### src/rtl/bms_pkg.sv
// Shared constants, FSM encodings and the button weight helper for button_magnitude_synth.
//   FRAC_BITS     fraction bits of the X/Y/Q setpoints and of the weights
//   WEIGHT_WIDTH  signed Q6.28 weight width
//   SIGN_NEG      per-button subtract mask, bit2=x, bit1=y, bit0=q
package bms_pkg;

    localparam int unsigned FRAC_BITS    = 28;
    localparam int unsigned WEIGHT_WIDTH = 34;
    localparam int unsigned SET_WIDTH    = 32;
    localparam int unsigned NUM_BUTTONS  = 4;

    localparam logic [2:0] S_IDLE   = 3'd0;
    localparam logic [2:0] S_WEIGHT = 3'd1;
    localparam logic [2:0] S_ISSUE  = 3'd2;
    localparam logic [2:0] S_DRAIN  = 3'd3;
    localparam logic [2:0] S_DONE   = 3'd4;

    // w0=1+x+y+q  w1=1-x+y-q  w2=1-x-y+q  w3=1+x-y-q
    localparam logic [2:0] SIGN_NEG [NUM_BUTTONS] = '{3'b000, 3'b101, 3'b110, 3'b011};

    localparam logic signed [WEIGHT_WIDTH-1:0] ONE_W = WEIGHT_WIDTH'(64'd1 << FRAC_BITS);

    // 1 +/- x +/- y +/- q in Q6.28; cannot overflow since |x|,|y|,|q| < 8
    function automatic logic signed [WEIGHT_WIDTH-1:0] bmsWeight(
        input logic signed [SET_WIDTH-1:0] x,
        input logic signed [SET_WIDTH-1:0] y,
        input logic signed [SET_WIDTH-1:0] q,
        input logic [2:0]                  neg
    );
        logic signed [WEIGHT_WIDTH-1:0] ex, ey, eq;
        ex = WEIGHT_WIDTH'(x);
        ey = WEIGHT_WIDTH'(y);
        eq = WEIGHT_WIDTH'(q);
        return ONE_W + (neg[2] ? -ex : ex) + (neg[1] ? -ey : ey) + (neg[0] ? -eq : eq);
    endfunction

endpackage

### src/rtl/bms_if.sv
// GPIO setpoint/trigger bus and magnitude outputs of button_magnitude_synth.
//   master: GPIO side (drives data, strobes, trigger; observes csr and magnitudes)
//   slave : synthesiser side
interface bms_if #(
    parameter int unsigned DATA_WIDTH = 32,
    parameter int unsigned MAG_WIDTH  = 24
);
    logic [DATA_WIDTH-1:0] gpioData;
    logic                  csrStrobe;
    logic                  xSetStrobe;
    logic                  ySetStrobe;
    logic                  qSetStrobe;
    logic                  sSetStrobe;
    logic                  trigger;
    logic [DATA_WIDTH-1:0] csr;
    logic [MAG_WIDTH-1:0]  mag0;
    logic [MAG_WIDTH-1:0]  mag1;
    logic [MAG_WIDTH-1:0]  mag2;
    logic [MAG_WIDTH-1:0]  mag3;
    logic                  magToggle;
    logic                  magValid;

    modport master (
        output gpioData, csrStrobe, xSetStrobe, ySetStrobe, qSetStrobe, sSetStrobe, trigger,
        input  csr, mag0, mag1, mag2, mag3, magToggle, magValid
    );

    modport slave (
        input  gpioData, csrStrobe, xSetStrobe, ySetStrobe, qSetStrobe, sSetStrobe, trigger,
        output csr, mag0, mag1, mag2, mag3, magToggle, magValid
    );
endinterface

### src/rtl/bms_pipe_mult.sv
// Pipelined signed weight x unsigned sum multiplier; valid and button index ride along.
//   clk, resetN          clock, async active-low reset
//   inValid/inIdx        operand qualifier and button index
//   inWeight, inSum      signed weight, unsigned sum
//   outValid/outIdx      qualifier and index, LATENCY cycles later
//   outProd              signed full-precision product
module bms_pipe_mult #(
    parameter int unsigned W_WIDTH = 34,
    parameter int unsigned S_WIDTH = 26,
    parameter int unsigned LATENCY = 3
) (
    input  logic                             clk,
    input  logic                             resetN,
    input  logic                             inValid,
    input  logic [1:0]                       inIdx,
    input  logic signed [W_WIDTH-1:0]        inWeight,
    input  logic [S_WIDTH-1:0]               inSum,
    output logic                             outValid,
    output logic [1:0]                       outIdx,
    output logic signed [W_WIDTH+S_WIDTH:0]  outProd
);
    localparam int unsigned P_WIDTH = W_WIDTH + S_WIDTH + 1;

    logic signed [P_WIDTH-1:0] prodC;
    logic signed [P_WIDTH-1:0] prodPipe  [LATENCY];
    logic [1:0]                idxPipe   [LATENCY];
    logic                      validPipe [LATENCY];

    // Zero-extend the sum so the product is a plain signed multiply
    assign prodC = P_WIDTH'(inWeight) * P_WIDTH'($signed({1'b0, inSum}));

    // Register chain; stage 0 captures the product, the last stage drives the outputs
    always_ff @(posedge clk or negedge resetN) begin
        if (!resetN) begin
            for (int s = 0; s < LATENCY; s++) begin
                prodPipe[s]  <= '0;
                idxPipe[s]   <= '0;
                validPipe[s] <= 1'b0;
            end
        end else begin
            prodPipe[0]  <= prodC;
            idxPipe[0]   <= inIdx;
            validPipe[0] <= inValid;
            for (int s = 1; s < LATENCY; s++) begin
                prodPipe[s]  <= prodPipe[s-1];
                idxPipe[s]   <= idxPipe[s-1];
                validPipe[s] <= validPipe[s-1];
            end
        end
    end

    assign outProd  = prodPipe[LATENCY-1];
    assign outIdx   = idxPipe[LATENCY-1];
    assign outValid = validPipe[LATENCY-1];
endmodule

### src/rtl/button_magnitude_synth.sv
// Synthesises four button magnitudes from X/Y/Q/Sum setpoints (inverse delta-over-sum).
//   clk, resetN  clock, async active-low reset
//   bus          bms_if.slave: GPIO data/strobes/trigger in; csr, mag0..3,
//                magToggle, magValid out. csr = {overrun, busy, clampFlags[3:0], 26'b0}
module button_magnitude_synth
    import bms_pkg::*;
#(
    parameter int unsigned MAG_WIDTH    = 24,
    parameter int unsigned DATA_WIDTH   = 32,
    parameter int unsigned MULT_LATENCY = 3
) (
    input  logic clk,
    input  logic resetN,
    bms_if.slave bus
);
    localparam int unsigned SUM_WIDTH  = MAG_WIDTH + 2;
    localparam int unsigned PROD_WIDTH = WEIGHT_WIDTH + SUM_WIDTH + 1;
    localparam int unsigned SHIFT      = FRAC_BITS + 2;
    localparam int unsigned CNT_WIDTH  = $clog2(MULT_LATENCY + 1);

    logic [2:0]                     state, stateNext;
    logic signed [SET_WIDTH-1:0]    xSet, ySet, qSet, xSnap, ySnap, qSnap;
    logic [SUM_WIDTH-1:0]           sumSet, sumSnap;
    logic signed [WEIGHT_WIDTH-1:0] wRaw    [NUM_BUTTONS];
    logic signed [WEIGHT_WIDTH-1:0] weightQ [NUM_BUTTONS];
    logic [3:0]                     clampQ;
    logic [1:0]                     issueCnt;
    logic [CNT_WIDTH-1:0]           drainCnt;
    logic                           busyQ, overrunQ, toggleQ, validQ;
    logic [MAG_WIDTH-1:0]           holdQ   [NUM_BUTTONS];
    logic [MAG_WIDTH-1:0]           magQ    [NUM_BUTTONS];

    logic                           multValid;
    logic [1:0]                     multIdx;
    logic signed [PROD_WIDTH-1:0]   multProd;
    logic [MAG_WIDTH-1:0]           satMag;
    logic                           unusedProdFrac;

    // State register
    always_ff @(posedge clk or negedge resetN) begin
        if (!resetN) state <= S_IDLE;
        else         state <= stateNext;
    end

    // Next-state logic
    always_comb begin
        stateNext = state;
        case (state)
            S_IDLE:   if (bus.trigger) stateNext = S_WEIGHT;
            S_WEIGHT: stateNext = S_ISSUE;
            S_ISSUE:  if (issueCnt == 2'd3) stateNext = S_DRAIN;
            S_DRAIN:  if (drainCnt == CNT_WIDTH'(MULT_LATENCY - 1)) stateNext = S_DONE;
            S_DONE:   stateNext = S_IDLE;
            default:  stateNext = S_IDLE;
        endcase
    end

    // Raw weights from the snapshot
    always_comb begin
        for (int i = 0; i < NUM_BUTTONS; i++) begin
            wRaw[i] = bmsWeight(xSnap, ySnap, qSnap, SIGN_NEG[i]);
        end
    end

    // Shift out Sum/4 and the fraction; negative cannot occur after clamping but maps to 0
    always_comb begin
        satMag = multProd[SHIFT+MAG_WIDTH-1:SHIFT];
        if (multProd[PROD_WIDTH-1])
            satMag = '0;
        else if (|multProd[PROD_WIDTH-2:SHIFT+MAG_WIDTH])
            satMag = '1;
    end
    assign unusedProdFrac = ^multProd[SHIFT-1:0];

    bms_pipe_mult #(
        .W_WIDTH (WEIGHT_WIDTH),
        .S_WIDTH (SUM_WIDTH),
        .LATENCY (MULT_LATENCY)
    ) uMult (
        .clk      (clk),
        .resetN   (resetN),
        .inValid  (state == S_ISSUE),
        .inIdx    (issueCnt),
        .inWeight (weightQ[issueCnt]),
        .inSum    (sumSnap),
        .outValid (multValid),
        .outIdx   (multIdx),
        .outProd  (multProd)
    );

    // Setpoints, snapshot, weights, counters, status and output registers
    always_ff @(posedge clk or negedge resetN) begin
        if (!resetN) begin
            xSet     <= '0;
            ySet     <= '0;
            qSet     <= '0;
            sumSet   <= '0;
            xSnap    <= '0;
            ySnap    <= '0;
            qSnap    <= '0;
            sumSnap  <= '0;
            clampQ   <= '0;
            issueCnt <= '0;
            drainCnt <= '0;
            busyQ    <= 1'b0;
            overrunQ <= 1'b0;
            toggleQ  <= 1'b0;
            validQ   <= 1'b0;
            for (int i = 0; i < NUM_BUTTONS; i++) begin
                weightQ[i] <= '0;
                holdQ[i]   <= '0;
                magQ[i]    <= '0;
            end
        end else begin
            validQ <= 1'b0;

            // Setpoint writes land after any same-cycle snapshot reads the old value
            if (bus.xSetStrobe) xSet   <= $signed(bus.gpioData[SET_WIDTH-1:0]);
            if (bus.ySetStrobe) ySet   <= $signed(bus.gpioData[SET_WIDTH-1:0]);
            if (bus.qSetStrobe) qSet   <= $signed(bus.gpioData[SET_WIDTH-1:0]);
            if (bus.sSetStrobe) sumSet <= bus.gpioData[SUM_WIDTH-1:0];

            // A new overrun wins over a same-cycle clear
            overrunQ <= (bus.trigger && state != S_IDLE) ||
                        (overrunQ && !(bus.csrStrobe && bus.gpioData[DATA_WIDTH-1]));

            if (state == S_IDLE && bus.trigger) begin
                xSnap   <= xSet;
                ySnap   <= ySet;
                qSnap   <= qSet;
                sumSnap <= sumSet;
                busyQ   <= 1'b1;
            end

            if (state == S_WEIGHT) begin
                for (int i = 0; i < NUM_BUTTONS; i++) begin
                    weightQ[i] <= wRaw[i][WEIGHT_WIDTH-1] ? '0 : wRaw[i];
                    clampQ[i]  <= wRaw[i][WEIGHT_WIDTH-1];
                end
            end

            issueCnt <= (state == S_ISSUE) ? issueCnt + 2'd1 : 2'd0;
            drainCnt <= (state == S_DRAIN) ? drainCnt + CNT_WIDTH'(1) : '0;

            if (multValid) holdQ[multIdx] <= satMag;

            if (state == S_DONE) begin
                for (int i = 0; i < NUM_BUTTONS; i++) magQ[i] <= holdQ[i];
                toggleQ <= ~toggleQ;
                validQ  <= 1'b1;
                busyQ   <= 1'b0;
            end
        end
    end

    assign bus.csr       = {overrunQ, busyQ, clampQ, (DATA_WIDTH-6)'(0)};
    assign bus.mag0      = magQ[0];
    assign bus.mag1      = magQ[1];
    assign bus.mag2      = magQ[2];
    assign bus.mag3      = magQ[3];
    assign bus.magToggle = toggleQ;
    assign bus.magValid  = validQ;
endmodule

### src/flat_wrapper.sv
// flat-port wrapper written by rule: the top's interface ports become plain ports
module button_magnitude_synth_flat import bms_pkg::*;
#(
    parameter int unsigned MAG_WIDTH    = 24,
    parameter int unsigned DATA_WIDTH   = 32,
    parameter int unsigned MULT_LATENCY = 3
)
  (clk, resetN, bus_gpioData, bus_csrStrobe, bus_xSetStrobe, bus_ySetStrobe, bus_qSetStrobe, bus_sSetStrobe, bus_trigger, bus_csr, bus_mag0, bus_mag1, bus_mag2, bus_mag3, bus_magToggle, bus_magValid);
  bms_if #(.DATA_WIDTH(DATA_WIDTH), .MAG_WIDTH(MAG_WIDTH)) bus_i ();
  input  logic clk;
  input  logic resetN;
  input wire logic [$bits(bus_i.gpioData)-1:0] bus_gpioData;
  input wire logic [$bits(bus_i.csrStrobe)-1:0] bus_csrStrobe;
  input wire logic [$bits(bus_i.xSetStrobe)-1:0] bus_xSetStrobe;
  input wire logic [$bits(bus_i.ySetStrobe)-1:0] bus_ySetStrobe;
  input wire logic [$bits(bus_i.qSetStrobe)-1:0] bus_qSetStrobe;
  input wire logic [$bits(bus_i.sSetStrobe)-1:0] bus_sSetStrobe;
  input wire logic [$bits(bus_i.trigger)-1:0] bus_trigger;
  output wire logic [$bits(bus_i.csr)-1:0] bus_csr;
  output wire logic [$bits(bus_i.mag0)-1:0] bus_mag0;
  output wire logic [$bits(bus_i.mag1)-1:0] bus_mag1;
  output wire logic [$bits(bus_i.mag2)-1:0] bus_mag2;
  output wire logic [$bits(bus_i.mag3)-1:0] bus_mag3;
  output wire logic [$bits(bus_i.magToggle)-1:0] bus_magToggle;
  output wire logic [$bits(bus_i.magValid)-1:0] bus_magValid;
  assign bus_i.gpioData = bus_gpioData;
  assign bus_i.csrStrobe = bus_csrStrobe;
  assign bus_i.xSetStrobe = bus_xSetStrobe;
  assign bus_i.ySetStrobe = bus_ySetStrobe;
  assign bus_i.qSetStrobe = bus_qSetStrobe;
  assign bus_i.sSetStrobe = bus_sSetStrobe;
  assign bus_i.trigger = bus_trigger;
  assign bus_csr = bus_i.csr;
  assign bus_mag0 = bus_i.mag0;
  assign bus_mag1 = bus_i.mag1;
  assign bus_mag2 = bus_i.mag2;
  assign bus_mag3 = bus_i.mag3;
  assign bus_magToggle = bus_i.magToggle;
  assign bus_magValid = bus_i.magValid;
  button_magnitude_synth #(.MAG_WIDTH(MAG_WIDTH), .DATA_WIDTH(DATA_WIDTH), .MULT_LATENCY(MULT_LATENCY)) u_core (.clk(clk), .resetN(resetN), .bus(bus_i));
endmodule
### config.mk
export PLATFORM = sky130hd
export DESIGN_NAME = button_magnitude_synth_flat
export DESIGN_NICKNAME = d
export VERILOG_FILES = /design/src/rtl/bms_pkg.sv /design/src/rtl/bms_if.sv /design/src/rtl/bms_pipe_mult.sv /design/src/rtl/button_magnitude_synth.sv /design/src/flat_wrapper.sv
export SDC_FILE = /design/constraint.sdc
export NUM_CORES = 2
export LEC_CHECK = 0
export ABC_AREA = 0
export CORE_MARGIN = 4
export CORE_UTILIZATION = 50
export DETAILED_ROUTE_END_ITERATION = 12
export GPL_ROUTABILITY_DRIVEN = 0
export MAX_ROUTING_LAYER = met4
export PLACE_DENSITY = 0.67
export SLEW_MARGIN = 25
export SYNTH_ARGS = -nofsm -noshare
export SYNTH_HDL_FRONTEND = slang
export SYNTH_SLANG_ARGS = --single-unit
export TNS_END_PERCENT = 20
### constraint.sdc
create_clock -name clk -period 13.75 [get_ports clk]
set_input_delay 1.375 -clock clk [delete_from_list [all_inputs] [get_ports clk]]
set_output_delay 1.375 -clock clk [all_outputs]
set_load 0.03 [all_outputs]
# Word level (Yosys, flattened, before mapping)
# Index checks and enable logic that the tools add are counted.
# word_totals
regBits	779
word_cells	101
out_inout_bits	130
input_bits	40
# op_classes
muxes	21
order_cmp	3
multipliers	1
bitwise	3
reduce_logical	12
eq_ne	9
add_sub_neg	15
# ops
operator	count
33-bit two-way mux	4
34-bit by 32-bit adder with 34-bit output	3
34-bit adder	3
32-bit negator with 34-bit output	3
96-bit bitwise mux	1
24-bit two-way mux	3
34-bit binary-select mux with 2-bit select	1
34-bit two-way mux	2
34-bit by 27-bit multiplier with 61-bit output	1
24-bit demux with 2-bit select	1
30-bit by 34-bit adder with 34-bit output (first input constant)	1
33-bit by 32-bit adder with 34-bit output	1
33-bit by 34-bit adder with 34-bit output	1
30-bit by 32-bit adder with 33-bit output (first input constant)	1
3-bit case mux with 4 select lines	1
3-bit two-way mux	3
3-bit by 2-bit == test with 1-bit output (second input constant)	2
3-bit greater-or-equal comparator (second input constant)	2
2-bit inverter with 3-bit output	2
6-bit OR reduction	1
1-bit logical AND	5
2-bit by 1-bit adder with 2-bit output (second input constant)	2
2-bit == test (second input constant)	2
2-bit two-way mux	2
13 further kinds	16

# Logic depth before layout (Yosys ltp)
# depth
depth_word	6
mapped_depth	30
ltp_nobuf	27

# Modules after synthesis
# From an unflattened synthesis, not the netlist that was laid out.
# hier_totals
cells_unflattened	7216
area_unflattened_um2	70769.1
# modules_own_cells
mod	instances	area_per_inst_um2	cells_per_inst	seq_area_each_um2
bms_pipe_mult	1	36581.3	3782	4804.6
button_magnitude_synth	1	34187.8	3434	14589.0

# Least setup slack after synthesis
# No wires, ideal clock.
# synth_path
kind	register to register
startpoint	register u_core.issueCnt[0]
endpoint	register u_core.uMult.prodPipe[181] (netlist name)
n_path_buf	3
path_slack_ns	5.661
synth_period_minus_slack_ns	8.089
t_arrival_ns	8.009
t_required_ns	13.670
setup_ns	0.080
path_stages_with_launch	30
path_cell_list	dfrtp_1 clkbuf_1 buf_1 mux4_2 clkbuf_1 and2_1 fa_1 inv_1 fa_1 inv_1 fa_1 inv_1 fa_1 inv_1 fa_1 fa_1 inv_1 fa_1 inv_1 ha_1 o21ai_0 a21oi_1 o211ai_1 o21ai_0 a22oi_1 a21oi_1 a2111oi_0 nor3_1 a21oi_1 xnor2_1
# synth_between
elab_chain_cells	5
# synth_rtl
element	line	rtl
from (decl)	button_magnitude_synth.sv:27	logic [1:0] issueCnt;
from (signal assigned)	button_magnitude_synth.sv:142	issueCnt <= (state == S_ISSUE) ? issueCnt + 2'd1 : 2'd0;
2-bit inverter with 3-bit output (implied by the code)	button_magnitude_synth.sv:84	.inWeight (weightQ[issueCnt]),
34-bit binary-select mux with 2-bit select	button_magnitude_synth.sv:84	
34-bit two-way mux (implied by the code) (2 in series)	button_magnitude_synth.sv:84	
34-bit by 27-bit multiplier with 61-bit output	bms_pipe_mult.sv:30	assign prodC = P_WIDTH'(inWeight) * P_WIDTH'($signed({1'b0, inSum}));
named net u_core.uMult.prodC[59]	bms_pipe_mult.sv:24	logic signed [P_WIDTH-1:0] prodC;
to (signal, indexed assignment)	bms_pipe_mult.sv:45	prodPipe[s] <= prodPipe[s-1];
to (decl)	bms_pipe_mult.sv:25	logic signed [P_WIDTH-1:0] prodPipe [LATENCY];
# The timed path passes the listed nets, and every way through them passes these cells. The select of a mux whose other input is x is not followed.
# A chain may end at the register's enable or synchronous reset.

# Worst setup path in the final report
# Ends and elaborated chain as after synthesis.

==> flow_metrics.env <==
export IMPL_grt_pass1_vias=47200
export IMPL_min_path_type="reg2reg"
export IMPL_synth_area_per_cell_um2=10.0
export IMPL_clk_latency_ns=0.66
export IMPL_path_delay_family="adder cells"
export IMPL_synthCells=6363
export IMPL_gr_usage_all_layers_pct=26.5
export IMPL_crit_fanout=36
export IMPL_num_vias=44800
export IMPL_fill_cells=11100
export IMPL_slew_headroom_pct=27.7
export IMPL_rsz0062_at_grt="false"
export IMPL_ys_async_sr_fraction_pct=100
export IMPL_clock_skew_ns=0.0215
export IMPL_synth_edf_count=0
export IMPL_cts_resized=0
export IMPL_worstSetupPathType="reg2reg"
export IMPL_firstDrtPassIters=6
export IMPL_cts_root_buf="clkbuf_16"
export IMPL_fmax_ghz=0.112
export IMPL_cts_tree="built"
export IMPL_hpwlAfterDp_um=124000
export IMPL_final_min_clock_period_ns=8.95
export IMPL_yosysMostFrequentCell="nand2_1"
export IMPL_postCtsSetupBuffers=0
export IMPL_path_buf_inv=7
export IMPL_drt_iter0_markers=3698
export IMPL_required_ns=14.32
export IMPL_num_io_pins=170
export IMPL_setup_violations=0
export IMPL_synthTopCellsByArea="fa_1 (28%), dfrtp_1 (27%), ha_1 (7.1%)"
export IMPL_yosysTopAreaCellShare_pct=27.6
export IMPL_die_w_um=365
export IMPL_cap_viol_max_count=0
export IMPL_fin_nets=7614
export IMPL_slowest_stage="mux4_2"
export IMPL_seq_area_frac_synth_pct=26.9
export IMPL_routed_wl_um=167000
export IMPL_drtAntennaViolNets=0
export IMPL_cts_buffers=74
export IMPL_htreeDepth=3
export IMPL_worst_pin_slew_ns=1.08
export IMPL_antenna_found_initial=4
export IMPL_syn_to_final_growth_pct=8.18
export IMPL_cp_arrival_ns=9.52
export IMPL_ys_top_cells_by_count="nand2_1 (1094), inv_1 (1001), fa_1 (877)"
export IMPL_ctsHoldBuffers=0
export IMPL_synth_seq_cells=685
export IMPL_yosysTopAreaCell="fa_1"
export IMPL_ys_warn_count=0
export IMPL_hold_slack_ns=0.341
export IMPL_cts_num_sinks=685
export IMPL_cp_start_kind="register"
export IMPL_coreArea_mm2=0.126
export IMPL_maxSlewViolCount=0
export IMPL_end_kind="register"
export IMPL_fp_dieH_um=365
export IMPL_clockBufferDepth=3
export IMPL_drive_gt1_share_pct=8.38
export IMPL_start_util_pct=50.5
export IMPL_fin_util_pct=54.6
export IMPL_synth_area_mm2=0.0636
export IMPL_period_share_pct=65.1
export IMPL_post_route_drc_count=0
export IMPL_cts_clk_slew_worst_paths_ns=0.06
export IMPL_cpPeakStageDelay_ns=0.97
export IMPL_ys_flop_type="dfrtp_1"
export IMPL_fin_setup_tns_ns=0
export IMPL_num_rows=130
export IMPL_status="finished, final reports clean"
export IMPL_hold_violations=0
export IMPL_gr_total_overflow=0
export IMPL_dieArea_mm2=0.133
export IMPL_cp_common_cell="fa_1"
export IMPL_grt_max_degree=168
export IMPL_port_buffers=143
export IMPL_post_drt_wl_per_cell_um=20.7
export IMPL_yosysUniqueCellTypes=76
export IMPL_grt_pass1_wl_um=267000
export IMPL_vias_per_cell=5.57
path summary, 6_finish.rpt:
check	cells past startpoint	start	slack, ns	endpoint
max	27	u_core.issueCnt[0]	4.80	u_core.uMult.prodPipe[181]
min	0	u_core.uMult.prodPipe[97]	0.34	u_core.uMult.outProd[36]
max reg2reg	27	u_core.issueCnt[0]	4.80	u_core.uMult.prodPipe[181]
min reg2reg	0	u_core.uMult.prodPipe[97]	0.34	u_core.uMult.outProd[36]
max in group asynchronous	3	resetN	10.90	u_core.xSnap[31]
min in group asynchronous	1	resetN	0.76	u_core.ySet[3]
stage by stage:
stage               instance area, um2  instances  worst slack, ns
floorplan                        63700       6388             5.66
global placement                 66300       7907             4.85
detailed placement               66300       7908             4.76
CTS                              68800       8041             4.76
global route                     68800       8043             4.20
finish                           68800       8044             4.80
logic make-up (layout without fill, tap and decap cells):
family	after synthesis	in the layout	share of synthesized area, %
buffers and inverters	1327	1332	8.05
flip-flops	685	685	26.9
XOR/XNOR	247	247	3.48
AO/OA/AOI/OAI	790	790	8.47
multiplexers	265	265	5.27
other	1	27	0.00589
AND/OR/NAND/NOR	1810	1810	13.1
adder cells (fa/ha/maj)	1238	1238	34.7
registers in the layout, indices dropped and copies added (netlist names), 3 cells and up:
register               flops
u_core.bus.mag3           24
u_core.bus.mag0           24
u_core.bus.mag1           24
u_core.sumSnap            26
u_core.ySet               32
u_core.uMult.prodPipe     62
u_core.ySnap              32
u_core.holdQ              96
u_core.bus.mag2           24
u_core.uMult.outProd      31
u_core.state               3
u_core.xSet               32
u_core.qSnap              32
u_core.sumSet             26
u_core.xSnap              32
u_core.uMult.idxPipe       4
u_core.weightQ           132
u_core.qSet               32
u_core.clampQ              4
layout make-up:
type | instances | area, um2 | area share, %
multi-input combinational | 4376 | 41500 | 60.3
sequential | 685 | 17200 | 24.9
inverter | 1002 | 3760 | 5.46
clock buffer | 104 | 2120 | 3.08
tap | 1650 | 2060 | 3.00
timing repair buffer | 197 | 1910 | 2.78
clock inverter | 29 | 318 | 0.462
antenna | 1 | 2.50 | 0.00364
routing by layer:
layer	wire length (um)	part of all wire, %	GRT usage (%)	vias to the layer above
li1	-	-	-	19900
met1	71700	43	35.6	23000
met2	76800	46	41.0	1540
met3	11300	6.8	4.17	359
met4	6920	4.2	9.55	0
met5	0	0	-	-
layout by cell type, fill, tap and decap left out, types with 53 or more instances in the layout:
master,count
a21oi_1,166
clkbuf_16,76
ha_1,361
o31ai_2,53
clkdlybuf4s50_1,139
nand2_1,1093
a21o_1,101
and2_1,388
dfrtp_1,669
nor2_1,102
fa_1,877
inv_1,1001
xnor2_1,150
xor2_1,91
o21ai_0,201
mux2_2,230
worst reg2reg max path, delay by kind of cell (launching register included):
kind / cells / cell delay [ns]
buffers and inverters: 7 / 0.84
adder cells (fa/ha/maj): 8 / 3.85
AND/OR/NAND/NOR: 2 / 0.50
flip-flops: 1 / 0.34
AO/OA/AOI/OAI: 8 / 2.19
multiplexers: 1 / 1.01
XOR/XNOR: 1 / 0.13
Power is not shown: default switching activity piles up to over one toggle a cycle in this logic, so the estimate is an artifact.
